**src/rtl/mem_port_arbiter.sv**
```systemverilog
// Arbiter that time-shares one memory port between the I-cache refill path and the D-cache path.
// D-cache wins ties unless the I-cache has waited through MAX_D_STREAK D grants in a row.
module mem_port_arbiter #(
    parameter int ADDR_W       = 16,
    parameter int DATA_W       = 32,
    parameter int MEM_LAT      = 2,
    parameter int MAX_D_STREAK = 2
) (
    input  logic              clk,
    input  logic              rst,
    input  logic              im_req,
    input  logic [ADDR_W-1:0] im_addr,
    output logic [DATA_W-1:0] im_rdata,
    output logic              im_done,
    input  logic              dm_req,
    input  logic              dm_we,
    input  logic [ADDR_W-1:0] dm_addr,
    input  logic [DATA_W-1:0] dm_wdata,
    output logic [DATA_W-1:0] dm_rdata,
    output logic              dm_done,
    output logic              mem_en,
    output logic              mem_we,
    output logic [ADDR_W-1:0] mem_addr,
    output logic [DATA_W-1:0] mem_wdata,
    input  logic [DATA_W-1:0] mem_rdata,
    output logic              busy
);

    localparam int CNT_W    = (MEM_LAT > 1) ? $clog2(MEM_LAT + 1) : 1;
    localparam int STREAK_W = (MAX_D_STREAK > 1) ? $clog2(MAX_D_STREAK + 1) : 1;
    localparam logic [CNT_W-1:0]    CNT_LAST   = CNT_W'(MEM_LAT - 1);
    localparam logic [CNT_W-1:0]    CNT_ONE    = CNT_W'(1);
    localparam logic [STREAK_W-1:0] STREAK_MAX = STREAK_W'(MAX_D_STREAK);
    localparam logic [STREAK_W-1:0] STREAK_ONE = STREAK_W'(1);

    typedef enum logic [1:0] {
        ST_IDLE = 2'd0,
        ST_BUSY = 2'd1,
        ST_RESP = 2'd2
    } state_e;

    state_e              state_q, state_d;
    logic [CNT_W-1:0]    cnt_q, cnt_d;
    logic                owner_i_q, owner_i_d;
    logic                we_q, we_d;
    logic [ADDR_W-1:0]   addr_q, addr_d;
    logic [DATA_W-1:0]   wdata_q, wdata_d;
    logic [DATA_W-1:0]   rdata_q, rdata_d;
    logic [STREAK_W-1:0] d_streak_q, d_streak_d;

    logic                mem_en_q, mem_en_d;
    logic                mem_we_q, mem_we_d;
    logic [ADDR_W-1:0]   mem_addr_q, mem_addr_d;
    logic [DATA_W-1:0]   mem_wdata_q, mem_wdata_d;
    logic                im_done_q, im_done_d;
    logic                dm_done_q, dm_done_d;
    logic [DATA_W-1:0]   im_rdata_q, im_rdata_d;
    logic [DATA_W-1:0]   dm_rdata_q, dm_rdata_d;
    logic                busy_q, busy_d;

    // Next-state logic: arbitration, access sequencing and output look-ahead
    always_comb begin
        state_d    = state_q;
        cnt_d      = cnt_q;
        owner_i_d  = owner_i_q;
        we_d       = we_q;
        addr_d     = addr_q;
        wdata_d    = wdata_q;
        rdata_d    = rdata_q;
        d_streak_d = d_streak_q;

        case (state_q)
            ST_IDLE: begin
                if (im_req || dm_req) begin
                    state_d = ST_BUSY;
                    cnt_d   = {CNT_W{1'b0}};
                    // I wins when alone, or when D has used up its streak allowance
                    if (im_req && (!dm_req || (d_streak_q == STREAK_MAX))) begin
                        owner_i_d  = 1'b1;
                        we_d       = 1'b0;
                        addr_d     = im_addr;
                        wdata_d    = {DATA_W{1'b0}};
                        d_streak_d = {STREAK_W{1'b0}};
                    end else begin
                        owner_i_d = 1'b0;
                        we_d      = dm_we;
                        addr_d    = dm_addr;
                        wdata_d   = dm_wdata;
                        if (!im_req) begin
                            d_streak_d = {STREAK_W{1'b0}};
                        end else if (d_streak_q == STREAK_MAX) begin
                            d_streak_d = d_streak_q;
                        end else begin
                            d_streak_d = d_streak_q + STREAK_ONE;
                        end
                    end
                end else begin
                    state_d = ST_IDLE;
                end
            end
            ST_BUSY: begin
                cnt_d = cnt_q + CNT_ONE;
                if (cnt_q == CNT_LAST) begin
                    state_d = ST_RESP;
                    rdata_d = we_q ? {DATA_W{1'b0}} : mem_rdata;
                end else begin
                    state_d = ST_BUSY;
                end
            end
            ST_RESP: begin
                state_d = ST_IDLE;
            end
            default: begin
                state_d = ST_IDLE;
            end
        endcase

        mem_en_d    = (state_d == ST_BUSY);
        mem_we_d    = mem_en_d && we_d;
        mem_addr_d  = mem_en_d ? addr_d : {ADDR_W{1'b0}};
        mem_wdata_d = mem_we_d ? wdata_d : {DATA_W{1'b0}};
        busy_d      = (state_d != ST_IDLE);
        im_done_d   = (state_d == ST_RESP) && owner_i_d;
        dm_done_d   = (state_d == ST_RESP) && !owner_i_d;
        im_rdata_d  = im_done_d ? rdata_d : {DATA_W{1'b0}};
        dm_rdata_d  = dm_done_d ? rdata_d : {DATA_W{1'b0}};
    end

    // State and registered-output flops; reset drops any in-flight access
    always_ff @(posedge clk or negedge rst) begin
        if (!rst) begin
            state_q     <= ST_IDLE;
            cnt_q       <= {CNT_W{1'b0}};
            owner_i_q   <= 1'b0;
            we_q        <= 1'b0;
            addr_q      <= {ADDR_W{1'b0}};
            wdata_q     <= {DATA_W{1'b0}};
            rdata_q     <= {DATA_W{1'b0}};
            d_streak_q  <= {STREAK_W{1'b0}};
            mem_en_q    <= 1'b0;
            mem_we_q    <= 1'b0;
            mem_addr_q  <= {ADDR_W{1'b0}};
            mem_wdata_q <= {DATA_W{1'b0}};
            im_done_q   <= 1'b0;
            dm_done_q   <= 1'b0;
            im_rdata_q  <= {DATA_W{1'b0}};
            dm_rdata_q  <= {DATA_W{1'b0}};
            busy_q      <= 1'b0;
        end else begin
            state_q     <= state_d;
            cnt_q       <= cnt_d;
            owner_i_q   <= owner_i_d;
            we_q        <= we_d;
            addr_q      <= addr_d;
            wdata_q     <= wdata_d;
            rdata_q     <= rdata_d;
            d_streak_q  <= d_streak_d;
            mem_en_q    <= mem_en_d;
            mem_we_q    <= mem_we_d;
            mem_addr_q  <= mem_addr_d;
            mem_wdata_q <= mem_wdata_d;
            im_done_q   <= im_done_d;
            dm_done_q   <= dm_done_d;
            im_rdata_q  <= im_rdata_d;
            dm_rdata_q  <= dm_rdata_d;
            busy_q      <= busy_d;
        end
    end

    assign mem_en    = mem_en_q;
    assign mem_we    = mem_we_q;
    assign mem_addr  = mem_addr_q;
    assign mem_wdata = mem_wdata_q;
    assign im_done   = im_done_q;
    assign dm_done   = dm_done_q;
    assign im_rdata  = im_rdata_q;
    assign dm_rdata  = dm_rdata_q;
    assign busy      = busy_q;

endmodule

```
**config.mk**
```make
export PLATFORM = sky130hd
export DESIGN_NAME = mem_port_arbiter
export DESIGN_NICKNAME = d
export VERILOG_FILES = /design/src/rtl/mem_port_arbiter.sv
export SDC_FILE = /design/constraint.sdc
export NUM_CORES = 1
export LEC_CHECK = 0
export BUFFER_PORTS_ARGS = -buffer_cell sky130_fd_sc_hd__buf_2
export CAP_MARGIN = 30
export CORE_ASPECT_RATIO = 2
export CORE_MARGIN = 1.5
export CORE_UTILIZATION = 45
export DETAILED_ROUTE_END_ITERATION = 6
export GPL_TIMING_DRIVEN = 0
export PLACE_DENSITY = 0.76
export SLEW_MARGIN = 20
export SYNTH_ARGS = -nofsm -noshare
export SYNTH_HDL_FRONTEND = slang
export SYNTH_SLANG_ARGS = --single-unit
```
**constraint.sdc**
```tcl
create_clock -name clk -period 1.6 [get_ports clk]
set_input_delay 0.08 -clock clk [delete_from_list [all_inputs] [get_ports clk]]
set_output_delay 0.08 -clock clk [all_outputs]
set_load 0.01 [all_outputs]
```
==> impl_results.md <==
* Status: complete, but fails checks
* Failing checks: setup timing
* Peak VDD IR at 1000 uV
* WP data required at 1.92 ns
* Final hold viol count at 0
* First-pass GRT wire length at 28800 um
* Max-Slew Margin vs Limit at 62.2%
* Worst-path fanout max at 10
* Longest Clk Path Bufs at 2
* Final worst slack at -0.0167 ns
* Final period utilization at 101%
* Leak at 4.89 nW
* Total wire length at 18700 um
* Post-synth top cells: dfrtp_1 (173), nor2_1 (99), a21oi_1 (66)
* First-pass DRT Iterations at 4
* Worst-path cell chain: ha_4 > nand2b_4 > buf_8 > clkbuf_8 > and3_1 > a211oi_2 > nor3_1
* Buf/Inv on CP at 2
* Switching power at 0.00626 W
* Vias at 5525
* Post-synthesis cell type count at 32
* Sequential share of power at 36.6%
* Synth warn at 0
* Vias/cell at 5.08
* Number of synthesized flops with an enable pin at 0
* Final setup vio count at 6
* Final min period at 1.62 ns
* Initial antenna violation count at 0
* CTS tree: built
* Max stage delay on crit path at 0.40 ns
* Top post-synthesis cells by area: dfrtp_1 (67%), nor2_1 (5.8%), a21oi_1 (5.1%), a22o_1 (4.4%), nor3_1 (3.7%)
* Layout cells sized above 1 at 39.3%
* Die area at 15100 um2
* Avg Cell Area, Syn at 11.5 um2
* Pwr dens at 1750 nW/um2
* Cell area after synthesis at 6440 um2
* Post-synthesis sequential area ratio at 67.3%
* Clock Latency Late Sink at 0.43 ns
* Endpoint class of the critical path: register
* Setup repair after global routing missed its margin: true
* Total Power at 0.0169 W
* Post-synth ARST share at 100%
* Layout net count at 988
* Top FF cell, synth: dfrtp_1
* Cells after Synth at 561
* 1st-iter DRT viols at 321
* Setup TNS at -0.0468 ns
* Max Slew Vio Count at 0
* Initial Util at 46.1%
* Slew @ Worst Pin at 0.567 ns
* Hold WC Path Type: in2reg
* Yosys reg bits at 173
* Antenna fix cells at 0
* Clock network power share at 23.9%
* Fill cells at 1000
* Post-Syn Nets at 664
* Max Freq at 0.619 GHz
* Vias in the first global route at 5776
* P&R area growth vs syn at 50.5%
* Routability Congestion at 0.808
* Tot GR Track Use at 25.4%
* Cell family with most CP delay: simple AND/OR/NAND/NOR gates
* Setup Crit Path Kind: reg2reg
* Num rows at 61
* Die X at 87.6 um
* Largest area contributor in the netlist: dfrtp_1
* H-Tree Level Count at 4
* Placed cell area at 7800 um2
* CTS Root Cell: clkbuf_16
* Remaining DRCs at 0
* Core area at 14000 um2
* Yosys top cell area share at 67.3%
* Max-cap violations at 0
* Design area at 9690 um2
* Chip Height at 172 um
* GRT overflow at 0
* TritonCTS Buffers at 17
* Crit path launch type: register
* Pint at 0.0107 W
* Count leader, synth: dfrtp_1
* Crit path max-delay cell type: dfrtp_1
* CP arrival at 1.93 ns
* Routed len/inst at 17.2 um
* Switch share at 37.0%
* Combinational fraction of design power at 39.5%
* I/O Buffers at 217
* Sink Count at 173
* IO Count at 218
* Clock skew at 0.00964 ns
* Dpl hpwl at 11400 um
* Largest net degree at the start of global routing at 100
* Routed Antenna Nets at 0
* Clock transition at path regs at 0.07 ns
==> kinds of logic (layout without fill, tap and decap cells) <==
family,count (synthesis),in the layout,share of synthesized area (%)
AO/OA/AOI/OAI,123,123,12.6
adder cells (fa/ha/maj),2,2,0.389
buffers and inverters,50,387,4.86
flip-flops,173,173,67.3
AND/OR/NAND/NOR,213,213,14.9
==> routing by layer <==
layer	part of all wire (%)	wire (um)	global-route usage [%]	up-vias
li1	-	-	-	2559
met1	36	6680	27.0	2690
met2	56	10400	46.0	228
met3	4.7	881	5.68	48
met4	3.7	682	12.8	0
met5	0	0	0	-
==> worst reg2reg max path: stages (launching register included) <==
cell	delay, ns
dfrtp_1	0.40
ha_4	0.17
nand2b_4	0.15
buf_8	0.14
clkbuf_8	0.17
and3_1	0.20
a211oi_2	0.19
nor3_1	0.08
==> layout make-up <==
type	count	area [um2]	share of cell area [%]
Inverter	7	38.8	0.400
Timing Repair Buffer	307	2030	21.0
Sequential cell	173	4330	44.7
Buffer	41	357	3.68
Tap cell	189	236	2.44
Clock buffer	19	453	4.68
Clock inverter	13	130	1.34
Multi-Input combinational cell	338	2110	21.8
==> power by group through the flow <==
stage / Combinational, W / Sequential (W) / Clock, W
6_report: 0.00669 / 0.00620 / 0.00405
3_3_place_gp: 0.00547 / 0.00618 / 0
4_1_cts: 0.00615 / 0.00617 / 0.00408
2_1_floorplan: 0.00336 / 0.00650 / 0
5_1_grt: 0.00728 / 0.00632 / 0.00431
3_5_place_dp: 0.00557 / 0.00623 / 0
==> sequential cells by signal, summed over array words and instances, names as in the netlist <==
signal / cells
dm_rdata: 32
im_rdata: 32
mem_wdata: 32
wdata_q: 32
addr_q: 16
mem_addr: 16
cnt_q: 2
d_streak_q: 2
state_q: 2
busy: 1
dm_done: 1
im_done: 1
mem_en: 1
mem_we: 1
owner_i_q: 1
we_q: 1
==> repair_timing <==
| action | CTS | global route |
|---|---|---|
| gates cloned | 2 | 1 |
| setup buffers | 2 | 2 |
| endpoints found under the hold margin | 223 | 0 |
| endpoints found under the setup margin | 91 | 114 |
| hold buffers | 82 | 0 |
| pin swaps | 12 | 19 |
| resized for setup | 47 | 46 |
==> worst paths after layout <==
| path | from | end | slack (ns) | cells past startpoint |
|---|---|---|---|---|
| worst max-delay path | d_streak_q[1]$_DFFE_PN0P_ | mem_addr[7]$_DFF_PN0_ | -0.02 | 7 |
| worst max register to register | d_streak_q[1]$_DFFE_PN0P_ | mem_addr[7]$_DFF_PN0_ | -0.02 | 7 |
| worst min-delay path | im_addr[3] | addr_q[3]$_DFF_PN0_ | 0.04 | 4 |
| min in group asynchronous | rst | dm_rdata[9]$_DFF_PN0_ | 0.21 | 2 |
| max in group asynchronous | rst | wdata_q[14]$_DFF_PN0_ | 0.51 | 3 |
| worst min register to register | addr_q[2]$_DFF_PN0_ | addr_q[2]$_DFF_PN0_ | 0.49 | 2 |
==> stage by stage <==
stage	worst slack, ns	hold slack (ns)	std cells	utilization (%)
after CTS	-0.00316	0.0303	1086	67.8
final	-0.0167	0.0420	1087	69.4
after global placement	-2.12	0.315	967	55.6
after floorplan	-0.00992	-0.216	561	-
after global routing	-0.0739	0.0664	1087	69.4
after detailed placement	-0.358	0.0913	968	55.9
==> layout by cell type, fill, tap and decap left out, types with 6 or more instances in the layout <==
master         netlist  layout
a211oi_4             0       8
dlygate4sd3_1        0      82
nor3_2               1      17
clkbuf_16            0      18
and3_4               1       7
a21oi_1             66      64
clkinv_4             0       6
a22o_1              32      32
buf_4                6      11
nor3_1              47      30
nand2_1             36      35
buf_6                9      11
and3_1              16      10
nor2_1              99      95
dfrtp_1            173     172
buf_2               24     229
(Power assumes the default switching activity.)
